`config.mk`:
```
export PLATFORM = sky130hd
export DESIGN_NAME = load_align_sequencer
export DESIGN_NICKNAME = d
export VERILOG_FILES = /design/src/rtl/load_align_sequencer.sv
export SDC_FILE = /design/constraint.sdc
export NUM_CORES = 1
export LEC_CHECK = 0
export ABC_AREA = 1
export CAP_MARGIN = 30
export CORE_UTILIZATION = 60
export CTS_CLUSTER_DIAMETER = 40
export DETAILED_ROUTE_END_ITERATION = 16
export DONT_BUFFER_PORTS = 1
export MAX_ROUTING_LAYER = met4
export PLACE_DENSITY = 0.78
export SLEW_MARGIN = 30
export SYNTH_ARGS = -nofsm -noshare
export SYNTH_HDL_FRONTEND = slang
export SYNTH_SLANG_ARGS = --single-unit
```
`constraint.sdc`:
```
create_clock -name clk -period 7.2 [get_ports clk]
set_clock_uncertainty 0.2 [all_clocks]
set_input_delay 1.8 -clock clk [delete_from_list [all_inputs] [get_ports clk]]
set_output_delay 1.8 -clock clk [all_outputs]
set_load 0.02 [all_outputs]
```
`src/rtl/load_align_sequencer.sv`:
```
// load_align_sequencer: sequences data-memory reads for loads.
// A load that straddles an aligned BYTES boundary is fetched as two aligned
// beats. The beats are merged, the addressed bytes are selected, and the
// value is sign- or zero-extended to BIT_COUNT bits.
//
// Handshake: mem_req is raised with a stable mem_addr and held until a cycle
// in which mem_ack is high at the rising edge; that edge transfers mem_rdata.
// mem_ack is ignored whenever mem_req is low. ld_valid is sampled only in IDLE.
module load_align_sequencer #(
  parameter int BIT_COUNT = 32,
  parameter int ADDR_W    = 32
) (
  input  logic                 clk,
  input  logic                 reset,
  input  logic                 ld_valid,
  input  logic [ADDR_W-1:0]    ld_addr,
  input  logic [2:0]           ld_mode,
  output logic                 busy,
  output logic                 mem_req,
  output logic [ADDR_W-1:0]    mem_addr,
  input  logic                 mem_ack,
  input  logic [BIT_COUNT-1:0] mem_rdata,
  output logic                 ld_done,
  output logic [BIT_COUNT-1:0] ld_result,
  output logic                 ld_fault,
  output logic [1:0]           dbg_state
);

  localparam int BYTES = BIT_COUNT / 8;
  localparam int OFS   = $clog2(BYTES);
  localparam int IW    = $clog2(BIT_COUNT);

  typedef enum logic [1:0] {
    S_IDLE  = 2'd0,
    S_BEAT1 = 2'd1,
    S_BEAT2 = 2'd2,
    S_DONE  = 2'd3
  } state_t;

  state_t r_state;
  state_t w_state_next;

  logic [ADDR_W-1:0]    r_mem_addr;
  logic [OFS-1:0]       r_ofs;
  logic [3:0]           r_size;
  logic                 r_signed;
  logic                 r_split;
  logic [BIT_COUNT-1:0] r_lo;
  logic [BIT_COUNT-1:0] r_result;
  logic                 r_fault;

  logic [3:0]             w_size;
  logic                   w_legal;
  logic                   w_signed;
  logic [4:0]             w_span;
  logic                   w_split;
  logic                   w_accept;
  logic                   w_fault;
  logic                   w_cap_lo;
  logic                   w_to_beat2;
  logic                   w_to_done;
  logic [2*BIT_COUNT-1:0] w_merged;
  logic [BIT_COUNT-1:0]   w_raw;
  logic [BIT_COUNT-1:0]   w_result;

  // Keep the low 8*size bits of raw; fill the rest with the sign bit or zero.
  function automatic logic [BIT_COUNT-1:0] extend_value(
    input logic [BIT_COUNT-1:0] raw,
    input logic [3:0]           size,
    input logic                 sgn
  );
    logic [BIT_COUNT-1:0] out;
    logic [7:0]           nb;
    logic [IW-1:0]        top;
    logic                 fill;
    nb   = {1'b0, size, 3'b000};
    top  = IW'(nb - 8'd1);
    fill = sgn & raw[top];
    out  = '0;
    for (int i = 0; i < BIT_COUNT; i++) begin
      out[i] = (i < int'(nb)) ? raw[i] : fill;
    end
    return out;
  endfunction

  // Decode the requested mode into access size, legality and signedness.
  always_comb begin
    w_size   = 4'd0;
    w_legal  = 1'b1;
    w_signed = (ld_mode <= 3'd2);
    case (ld_mode)
      3'd0, 3'd3: w_size = 4'd1;
      3'd1, 3'd4: w_size = 4'd2;
      3'd2, 3'd5: w_size = 4'd4;
      3'd6:       w_size = 4'd8;
      default:    w_size = 4'd0;
    endcase
    if (ld_mode == 3'd7) begin
      w_legal = 1'b0;
    end else if ((ld_mode == 3'd5 || ld_mode == 3'd6) && BYTES < 8) begin
      w_legal = 1'b0;
    end
    w_span  = 5'(ld_addr[OFS-1:0]) + {1'b0, w_size};
    w_split = (w_span > 5'(BYTES));
  end

  // Next-state logic and the per-cycle control strobes.
  always_comb begin
    w_state_next = r_state;
    w_accept     = 1'b0;
    w_fault      = 1'b0;
    w_cap_lo     = 1'b0;
    w_to_beat2   = 1'b0;
    w_to_done    = 1'b0;
    case (r_state)
      S_IDLE: begin
        if (ld_valid) begin
          if (w_legal) begin
            w_accept     = 1'b1;
            w_state_next = S_BEAT1;
          end else begin
            w_fault = 1'b1;
          end
        end
      end
      S_BEAT1: begin
        if (mem_ack) begin
          w_cap_lo = 1'b1;
          if (r_split) begin
            w_to_beat2   = 1'b1;
            w_state_next = S_BEAT2;
          end else begin
            w_to_done    = 1'b1;
            w_state_next = S_DONE;
          end
        end
      end
      S_BEAT2: begin
        if (mem_ack) begin
          w_to_done    = 1'b1;
          w_state_next = S_DONE;
        end
      end
      S_DONE: begin
        w_state_next = S_IDLE;
      end
      default: begin
        w_state_next = S_IDLE;
      end
    endcase
  end

  // Merge the beats (upper half is zero for a single-beat load), shift the
  // addressed byte down to bit 0 and extend.
  always_comb begin
    if (r_state == S_BEAT2) begin
      w_merged = {mem_rdata, r_lo};
    end else begin
      w_merged = {{BIT_COUNT{1'b0}}, mem_rdata};
    end
    w_raw    = BIT_COUNT'(w_merged >> {r_ofs, 3'b000});
    w_result = extend_value(w_raw, r_size, r_signed);
  end

  // State register.
  always_ff @(posedge clk or posedge reset) begin
    if (reset) begin
      r_state <= S_IDLE;
    end else begin
      r_state <= w_state_next;
    end
  end

  // Request latch, beat address, first-beat capture, result and fault pulse.
  always_ff @(posedge clk or posedge reset) begin
    if (reset) begin
      r_mem_addr <= '0;
      r_ofs      <= '0;
      r_size     <= '0;
      r_signed   <= 1'b0;
      r_split    <= 1'b0;
      r_lo       <= '0;
      r_result   <= '0;
      r_fault    <= 1'b0;
    end else begin
      if (w_accept) begin
        r_mem_addr <= {ld_addr[ADDR_W-1:OFS], {OFS{1'b0}}};
        r_ofs      <= ld_addr[OFS-1:0];
        r_size     <= w_size;
        r_signed   <= w_signed;
        r_split    <= w_split;
      end
      if (w_to_beat2) begin
        r_mem_addr <= r_mem_addr + ADDR_W'(BYTES);
      end
      if (w_cap_lo) begin
        r_lo <= mem_rdata;
      end
      if (w_to_done) begin
        r_result <= w_result;
      end
      r_fault <= w_fault;
    end
  end

  assign busy      = (r_state != S_IDLE);
  assign mem_req   = (r_state == S_BEAT1) || (r_state == S_BEAT2);
  assign mem_addr  = r_mem_addr;
  assign ld_done   = (r_state == S_DONE);
  assign ld_result = r_result;
  assign ld_fault  = r_fault;
  assign dbg_state = r_state;

endmodule

```
==> results.toml, run 1 <==
[cells_and_area]
syn2layout_area_growth_pct = 4.47
drive_gt1_share_pct = 7.60
nets = 997
final_common_cell = "nand2_1"
final_cell_mix = "217 x nand2_1, 105 x dfrtp_1, 97 x inv_1, 97 x o21ai_0, 94 x nor2_1"
fin_cells = 1061
stdcell_area_um2 = 7070
fill_cells = 976
antennaDiodeCount = 0

[sta]
timing.hold.ws_ns = 0.284
worst_pin_slew_ns = 0.847
finalSetupTns_ns = 0
report.final.slew_viol_count = 0
fmax_ghz = 0.256
slew_headroom_pct = 43.5
hold_violations = 0
setup_violations = 0
finalCritPeriodShare_pct = 54.3
rsz0062_at_grt = "false"
period_needed_ns = 3.91

[worst_setup_path]
critPathKind = "in -> reg"
required_ns = 7.24
critPathMaxFanout = 20
crit_path_end_kind = "register"
arrival_ns = 3.95
crit_path_start_kind = "primary input"

[clock_network]
cts.sinks = 105
clock_path_buffers = 2
clk_pin_slew_ns = 0.07
cts_tree = "yes"
htreeDepth = 3
clkLatencyLatePin_ns = 0.36
cts_root_buf = "clkbuf_16"
cts_resized = 0
hold_buffers = 0
cts-buffers-inserted = 9
postCtsSetupRepairBufs = 0

[global_route]
top_usage_layer = "met2"
met3_usage_pct = 9.89
grt-ovfl-total = 0
grt.total_usage_pct = 33.4
grt_pass1_wl_mm = 29.0
first_global_vias = 5687
grt_max_degree = 66
antenna_found_initial = 0
met2_usage_pct = 49.0
met1_usage_pct = 44.4

[place]
placed_cell_area_um2 = 6750
hpwl_mm = 13.2
io_buffers = 0
gp_congestion = 0.945
numPlacedInstances = 1045

[die]
coreArea_um2 = 10900
rows = 38
dieArea_um2 = 11700
die_w_um = 108
ios = 141
initial_core_util_pct = 61.9
chipHeight_um = 108

[logic_synthesis]
synth.distinct_cells = 43
ys_ff_latch = 105
yosys_warnings = 0
ys_seq_area_share_pct = 38.8
synthArstFlopShare_pct = 100
synthCells = 946
synth_edf_count = 0
avgSynthCellArea_um2 = 7.15
synth_area_um2 = 6770
ys.flop_type = "dfrtp_1"

[power_and_ir_drop]
power_switching_uw = 1820
power_frac_comb_pct = 45.6
seqPwrFrac_pct = 39.1
p_clk_share_pct = 15.3
ir_worst_vdd_mv = 0.319
finalPower_uw = 3510
switching_share_pct = 52.0
cellLeakagePower_uw = 0.00331
power_density_nw_per_um2 = 496
intPower_uw = 1690

[routing]
drc = 0
drtAntennaViolNets = 0
wirelength_mm = 18.3
num_vias = 6255
drt-initial-drc-count = 636
wl_per_cell_um = 17.2
first_pass_iters = 7
drt-vias-per-instance = 5.90

[flow_run]
max_cap_viol_count = 0

[outcome]
status = "completed"

[worst_hold_path]
hold_path.class = "reg -> reg"
## Yosys cell counts (2+ instances only)
| master | n | area [µm²] |
|---|---|---|
| a21oi_1 | 80 | 400 |
| a21oi_2 | 8 | 70.1 |
| a31oi_1 | 11 | 68.8 |
| and3_1 | 2 | 12.5 |
| buf_2 | 15 | 75.1 |
| buf_4 | 6 | 45.0 |
| buf_6 | 4 | 45.0 |
| clkbuf_1 | 22 | 82.6 |
| dfrtp_1 | 105 | 2630 |
| ha_1 | 9 | 113 |
| inv_1 | 99 | 372 |
| inv_2 | 7 | 26.3 |
| mux2_2 | 2 | 22.5 |
| mux2i_1 | 5 | 50.1 |
| nand2_1 | 217 | 815 |
| nand2_2 | 3 | 18.8 |
| nand3_1 | 53 | 265 |
| nand3_2 | 9 | 90.1 |
| nand3_4 | 2 | 35.0 |
| nand3b_1 | 6 | 45.0 |
| nand4_1 | 6 | 37.5 |
| nand4_4 | 4 | 85.1 |
| nor2_1 | 94 | 353 |
| nor2_2 | 4 | 25.0 |
| nor3_1 | 30 | 150 |
| nor3_2 | 2 | 20.0 |
| o211ai_1 | 15 | 113 |
| o21ai_0 | 97 | 485 |
| o21ai_1 | 4 | 20.0 |
| o221ai_1 | 2 | 17.5 |
| o22ai_1 | 8 | 50.1 |
| xor2_1 | 4 | 35.0 |
## cells by family (layout without fill, tap and decap cells)
family	count (synthesis)	in the layout	share of synthesized area, %
adder cells (fa/ha/maj)	10	10	1.96
AO/OA/AOI/OAI	228	228	18.5
buffers and inverters	155	129	9.69
XOR/XNOR	5	5	0.647
other	1	2	0.0554
flip-flops	105	105	38.8
AND/OR/NAND/NOR	435	435	29.2
multiplexers	7	7	1.07
## per-stage QoR
stage               utilization [%]  setup WS, ns
floorplan                         -          2.44
global placement               61.7          2.72
detailed placement             61.7          2.72
CTS                            64.6          3.10
global route                   64.7          3.10
finish                         64.7          3.29
## flip-flops by register name (all words and copies together) (netlist names)
| register | flops |
|---|---|
| ld_result | 32 |
| r_signed | 1 |
| r_ofs | 2 |
| dbg_state | 2 |
| r_split | 1 |
| r_size | 4 |
| mem_addr | 30 |
| ld_fault | 1 |
| r_lo | 32 |
## power groups by stage
| stage | Clock, µW | Combinational (µW) | Sequential [µW] |
|---|---|---|---|
| floorplan | 0 | 1320 | 1290 |
| global placement | 0 | 1540 | 1370 |
| detailed placement | 0 | 1570 | 1370 |
| CTS | 543 | 1580 | 1370 |
| global route | 570 | 1810 | 1410 |
| finish | 537 | 1600 | 1370 |
## worst max-delay path, cell delays in order
cell and delay (ns):
o21ai_1 0.18, inv_1 0.09, nor2_2 0.60, inv_2 0.22
nand2_1 0.53, inv_1 0.30, nand2_1 0.13, nand3_1 0.09
## path summary, 6_finish.rpt
kind / cells after the start / to / startpoint / slack, ns
worst max register to register: 10 / mem_addr[10] / dbg_state[1] / 3.84
worst min register to register: 2 / r_lo[16] / r_lo[16] / 0.28
min in group asynchronous: 1 / ld_result[0] / reset / 1.15
worst min-delay path: 2 / r_lo[16] / r_lo[16] / 0.28
worst max-delay path: 8 / mem_addr[29] / ld_mode[1] / 3.29
max in group asynchronous: 2 / r_lo[4] / reset / 4.42
## per-layer routing
layer / wire (µm) / vias to the layer above / part of all wire (%)
met3: 1750 / 31 / 9.6
met4: 461 / 0 / 2.5
met5: 0 / - / 0
met1: 7800 / 2877 / 43
met2: 8250 / 281 / 45
li1: - / 3066 / -
## final cells by class
cell class,count,area [µm²],share of cell area (%)
clock inverters,6,91.3,1.29
flip-flops and latches,105,2630,37.2
well taps,140,175,2.48
clock buffers,10,229,3.24
multi-input cells,687,3500,49.4
repair buffers,6,45.0,0.637
inverters,107,407,5.75
Power figures use the tool's default switching activity.
==> run 2: changes to the inputs <==
==> constraint.sdc (replaced) <==
create_clock -name clk -period 3.8 [get_ports clk]
set_clock_uncertainty 0.2 [all_clocks]
set_input_delay 0.95 -clock clk [delete_from_list [all_inputs] [get_ports clk]]
set_output_delay 0.95 -clock clk [all_outputs]
set_load 0.02 [all_outputs]
==> run 2 against run 1 <==
Net effect: non-clock buffer count is 3 higher; largest cell class unchanged; final area hardly changed; sequential share of layout area hardly changed; critical path type is now reg -> reg; critical path depth is 2 higher; final cell count is 0.28% higher; sequential power is 90% higher; via count is 0.40% higher; worst hold slack better by 0.0048 ns; flip-flop and latch count stayed put.
==> results.toml, run 2 (same netlist as run 1, synthesis figures left out) <==
[routing]
num_vias = 6280
wirelength_mm = 18.5
wl_per_cell_um = 17.4
drt-initial-drc-count = 734
first_pass_iters = 6
drtAntennaViolNets = 0
drt-vias-per-instance = 5.90
drc = 0

[sta]
rsz0062_at_grt = "false"
hold_violations = 0
report.final.slew_viol_count = 0
worst_pin_slew_ns = 0.769
fmax_ghz = 0.351
setup_violations = 0
finalSetupTns_ns = 0
slew_headroom_pct = 48.7
finalCritPeriodShare_pct = 74.9
period_needed_ns = 2.85

[die]
ios = 141
initial_core_util_pct = 61.9
dieArea_um2 = 11700
coreArea_um2 = 10900
die_w_um = 108
chipHeight_um = 108
rows = 38

[cells_and_area]
antennaDiodeCount = 0
final_cell_mix = "217 x nand2_1, 105 x dfrtp_1, 98 x inv_1, 97 x o21ai_0, 94 x nor2_1"
stdcell_area_um2 = 7080
final_common_cell = "nand2_1"
nets = 1000
syn2layout_area_growth_pct = 4.57
utilization_pct = 64.7
drive_gt1_share_pct = 7.79

[power_and_ir_drop]
power_density_nw_per_um2 = 938
p_clk_share_pct = 14.4
power_frac_comb_pct = 46.4
power_switching_uw = 3500
cellLeakagePower_uw = 0.00331
switching_share_pct = 52.7
intPower_uw = 3140
ir_worst_vdd_mv = 0.672
seqPwrFrac_pct = 39.2

[worst_setup_path]
crit_path_end_kind = "register"
required_ns = 3.85
crit_path_start_kind = "register"
critPathKind = "reg -> reg"
arrival_ns = 2.89
critPathMaxFanout = 40

[global_route]
grt_max_degree = 74
first_global_vias = 5758
antenna_found_initial = 0
grt.total_usage_pct = 34.3
grt_pass1_wl_mm = 29.9
grt-ovfl-total = 0

[place]
gp_congestion = 0.973
hpwl_mm = 13.5
placed_cell_area_um2 = 6780
io_buffers = 0

[flow_run]
max_cap_viol_count = 0

[clock_network]
cts-buffers-inserted = 9
cts.sinks = 105
cts_resized = 0
postCtsSetupRepairBufs = 0
clock_path_buffers = 2
cts_root_buf = "clkbuf_16"
clkLatencyLatePin_ns = 0.37
clk_pin_slew_ns = 0.07
cts_tree = "yes"
htreeDepth = 3
hold_buffers = 0

[outcome]
status = "completed"

[worst_hold_path]
hold_path.class = "reg -> reg"
[run 2: layout make-up]
cell class	count	area (µm²)
fill	1021	3860
multi-input combinational	687	3490
sequential	105	2630
inverter	107	408
clock buffer	10	229
tap	140	175
timing repair buffer	9	80.1
clock inverter	6	66.3
[run 2: routing by layer]
layer | up-vias | track usage, % | routed length, µm | part of all wire (%)
met1 | 2914 | 46.7 | 8120 | 44
met4 | 0 | 10.4 | 397 | 2.1
met5 | - | - | 0 | 0
met2 | 260 | 49.5 | 8320 | 45
li1 | 3077 | - | - | -
met3 | 29 | 9.76 | 1680 | 9.1
[run 2: path summary, 6_finish.rpt]
check	from	endpoint	slack, ns	cells past startpoint
hold reg to reg	r_lo[25]	r_lo[25]	0.29	2
min in group asynchronous	reset	r_lo[26]	0.38	1
max in group asynchronous	reset	ld_result[0]	2.20	2
setup / recovery	dbg_state[0]	ld_result[7]	0.95	10
hold / removal	r_lo[25]	r_lo[25]	0.29	2
setup reg to reg	dbg_state[0]	ld_result[7]	0.95	10
[run 2: power groups by stage]
stage	Clock [µW]	Combinational [µW]	Sequential, µW
finish	955	3080	2600
global route	1010	3470	2670
CTS	963	3050	2600
detailed placement	0	3030	2610
global placement	0	2980	2600
floorplan	0	2490	2440
[run 2: through the flow]
step | setup slack, ns | std cells | hold slack, ns | power [µW]
after CTS | 0.960 | 1064 | 0.290 | 6600
after detailed placement | 0.963 | 1048 | 0.273 | 5640
final | 0.954 | 1064 | 0.289 | 6640
after global placement | 1.01 | 1048 | 0.263 | 5580
after floorplan | 1.24 | 947 | 0.248 | 4930
after global routing | 0.681 | 1064 | 0.309 | 7160
[run 2: critical path, cell delays in order (launching register included)]
cell and delay [ns]:
dfrtp_1 0.48, inv_1 0.17, ha_2 0.57, inv_4 0.24, nand2_1 0.12, nand2_1 0.06
nor2_2 0.21, buf_4 0.41, nand2_1 0.12, inv_1 0.07, a21oi_1 0.06
==> run 3: changes to the inputs <==
--- a/config.mk
+++ b/config.mk
@@ -7,7 +7,7 @@
 export LEC_CHECK = 0
 export ABC_AREA = 1
 export CAP_MARGIN = 30
-export CORE_UTILIZATION = 60
+export CORE_UTILIZATION = 58
 export CTS_CLUSTER_DIAMETER = 40
 export DETAILED_ROUTE_END_ITERATION = 16
 export DONT_BUFFER_PORTS = 1
==> constraint.sdc (replaced) <==
create_clock -name clk -period 2.51 [get_ports clk]
set_clock_uncertainty 0.2 [all_clocks]
set_input_delay 0.6275 -clock clk [delete_from_list [all_inputs] [get_ports clk]]
set_output_delay 0.6275 -clock clk [all_outputs]
set_load 0.02 [all_outputs]
==> run 3 against run 2 <==
Net effect: final cell count grew 2.3%; via count grew 2.8%; die area grew 3.4%; utilization fell by 0.90 points; critical path type unchanged; maximum frequency up 21%; critical endpoint is now ld_result[2]; largest cell class unchanged; non-clock buffer count rose by 21; setup slack worse by 0.80 ns.
==> results.toml, run 3 (same netlist as run 1, synthesis figures left out) <==
[cells_and_area]
drive_gt1_share_pct = 9.84
syn2layout_area_growth_pct = 7.67
final_common_cell = "nand2_1"
nets = 1021
area.sequential_um2 = 2630
final_cell_mix = "217 x nand2_1, 105 x dfrtp_1, 98 x inv_1, 95 x o21ai_0, 94 x nor2_1"
antennaDiodeCount = 0
fill_cells = 1059
multi_input_comb_area_um2 = 3490

[sta]
rsz0062_at_grt = "false"
report.final.slew_viol_count = 0
fmax_ghz = 0.424
worst_pin_slew_ns = 0.646
finalCritPeriodShare_pct = 93.9
hold_violations = 0
period_needed_ns = 2.36
finalSetupTns_ns = 0
slew_headroom_pct = 56.9
setup_violations = 0

[worst_setup_path]
cpMostUsedCell = "a21oi_1"
timing.rr.start = "dbg_state[0]"
r2r_cells = 8
rrSetupSlack_ns = 0.15
crit_slowest_cell = "dfrtp_1"
max_stage_delay_ns = 0.38
critPathMaxFanout = 38
crit_path_end_kind = "register"
required_ns = 2.55
crit_path_start_kind = "register"
critPathKind = "reg -> reg"
arrival_ns = 2.40
cp_cell_sequence = "inv_1 > ha_2 > buf_12 > o21ai_0 > mux2i_1 > a21oi_1 > a21oi_1 > a21oi_1"
r2r-end = "ld_result[2]"

[die]
ios = 141
initial_core_util_pct = 59.3
dieArea_um2 = 12100
rows = 39
coreArea_um2 = 11400
die_w_um = 110
chipHeight_um = 110

[power_and_ir_drop]
ir_worst_vdd_mv = 0.850
finalPower_uw = 10300
intPower_uw = 5000
power_switching_uw = 5310
power_frac_comb_pct = 48.6
seqPwrFrac_pct = 36.8
p_clk_share_pct = 14.6
switching_share_pct = 51.5
power_density_nw_per_um2 = 1410
cellLeakagePower_uw = 0.00343

[routing]
drt-initial-drc-count = 604
drt-vias-per-instance = 5.93
num_vias = 6456
first_pass_iters = 5
drtAntennaViolNets = 0
drc = 0
wl_per_cell_um = 17.0
wirelength_mm = 18.5

[worst_hold_path]
min_to = "mem_addr[19]"
hold_path_depth = 2
hold_path.class = "in -> reg"
hold_start = "ld_addr[19]"

[place]
gp_congestion = 0.951
io_buffers = 0
hpwl_mm = 14.0

[global_route]
grt.total_usage_pct = 33.0
antenna_found_initial = 0
grt_max_degree = 63
grt-ovfl-total = 0
first_global_vias = 5867
grt_pass1_wl_mm = 29.4

[flow_run]
max_cap_viol_count = 0

[clock_network]
cts_root_buf = "clkbuf_16"
clkLatencyLatePin_ns = 0.37
clock_path_buffers = 2
cts.sinks = 105
cts-buffers-inserted = 9
htreeDepth = 3
cts_tree = "yes"
clk_pin_slew_ns = 0.08

[outcome]
status = "completed"
run 3: cell count changes in the layout (fill, tap and decap cells not counted), sizes merged:
cell / before / now
clkinv: 3 / 1
buf: 9 / 29
clkinvlp: 1 / 2
inv: 108 / 109
dlygate4sd3: 0 / 1
run 3: metal layers:
layer	share of wire, %	GRT usage [%]	routed length [µm]	vias to the layer above
met5	0	-	0	-
met4	2.8	11.4	510	0
met3	9.1	9.99	1700	39
met2	46	49.0	8480	288
met1	42	42.8	7830	3021
li1	-	-	-	3108
run 3: how the worst max path moves through the flow:
stage	slack, ns	startpoint	end	cells past startpoint
6_report	0.15	dbg_state[0]	ld_result[2]	8
5_1_grt	0.02	dbg_state[0]	mem_addr[7]	9
4_1_cts	0.16	dbg_state[0]	ld_result[17]	8
3_5_place_dp	0.15	ld_mode[1]	mem_addr[4]	7
3_3_place_gp	0.19	ld_mode[1]	r_split	10
2_1_floorplan	0.27	ld_mode[1]	r_split	10
run 3: power groups by stage:
stage / clock [µW] / combinational (µW) / sequential (µW)
floorplan: 0 / 3770 / 3690
global placement: 0 / 4830 / 3780
detailed placement: 0 / 4930 / 3800
CTS: 1520 / 4960 / 3780
global route: 1580 / 5620 / 3920
finish: 1500 / 5020 / 3790
run 3: final cells by class:
cell class                 instances  area share [%]
tap                              143            2.46
clock buffer                      10            3.28
timing repair buffer              30            3.69
sequential                       105            36.1
inverter                         107            5.60
clock inverter                     6            1.01
multi-input combinational        687            47.9
run 3: timing repair:
item                       CTS  global route
resized for setup            0             3
buffers inserted             0             0
setup endpoints to repair    0             5
hold buffers                 1             0
hold endpoints to repair    16             0
run 3: per-stage QoR:
stage | instances | utilization, % | setup WS [ns] | hold slack (ns) | area (µm²)
6_report | 1088 | 63.8 | 0.153 | 0.189 | 7290
2_1_floorplan | 947 | - | 0.268 | 0.248 | 6780
4_1_cts | 1088 | 63.8 | 0.160 | 0.184 | 7280
3_5_place_dp | 1071 | 61.0 | 0.149 | 0.274 | 6960
3_3_place_gp | 1071 | 61.0 | 0.188 | 0.266 | 6960
5_1_grt | 1088 | 63.8 | 0.0187 | 0.189 | 7290
run 3: worst max-delay path, delay by kind of cell, from the launching register on:
family	cells	cell delay (ns)
buffers and inverters	2	0.36
DFF	1	0.38
AOI/OAI and AO/OA	4	0.66
muxes	1	0.28
adders and majority gates	1	0.36
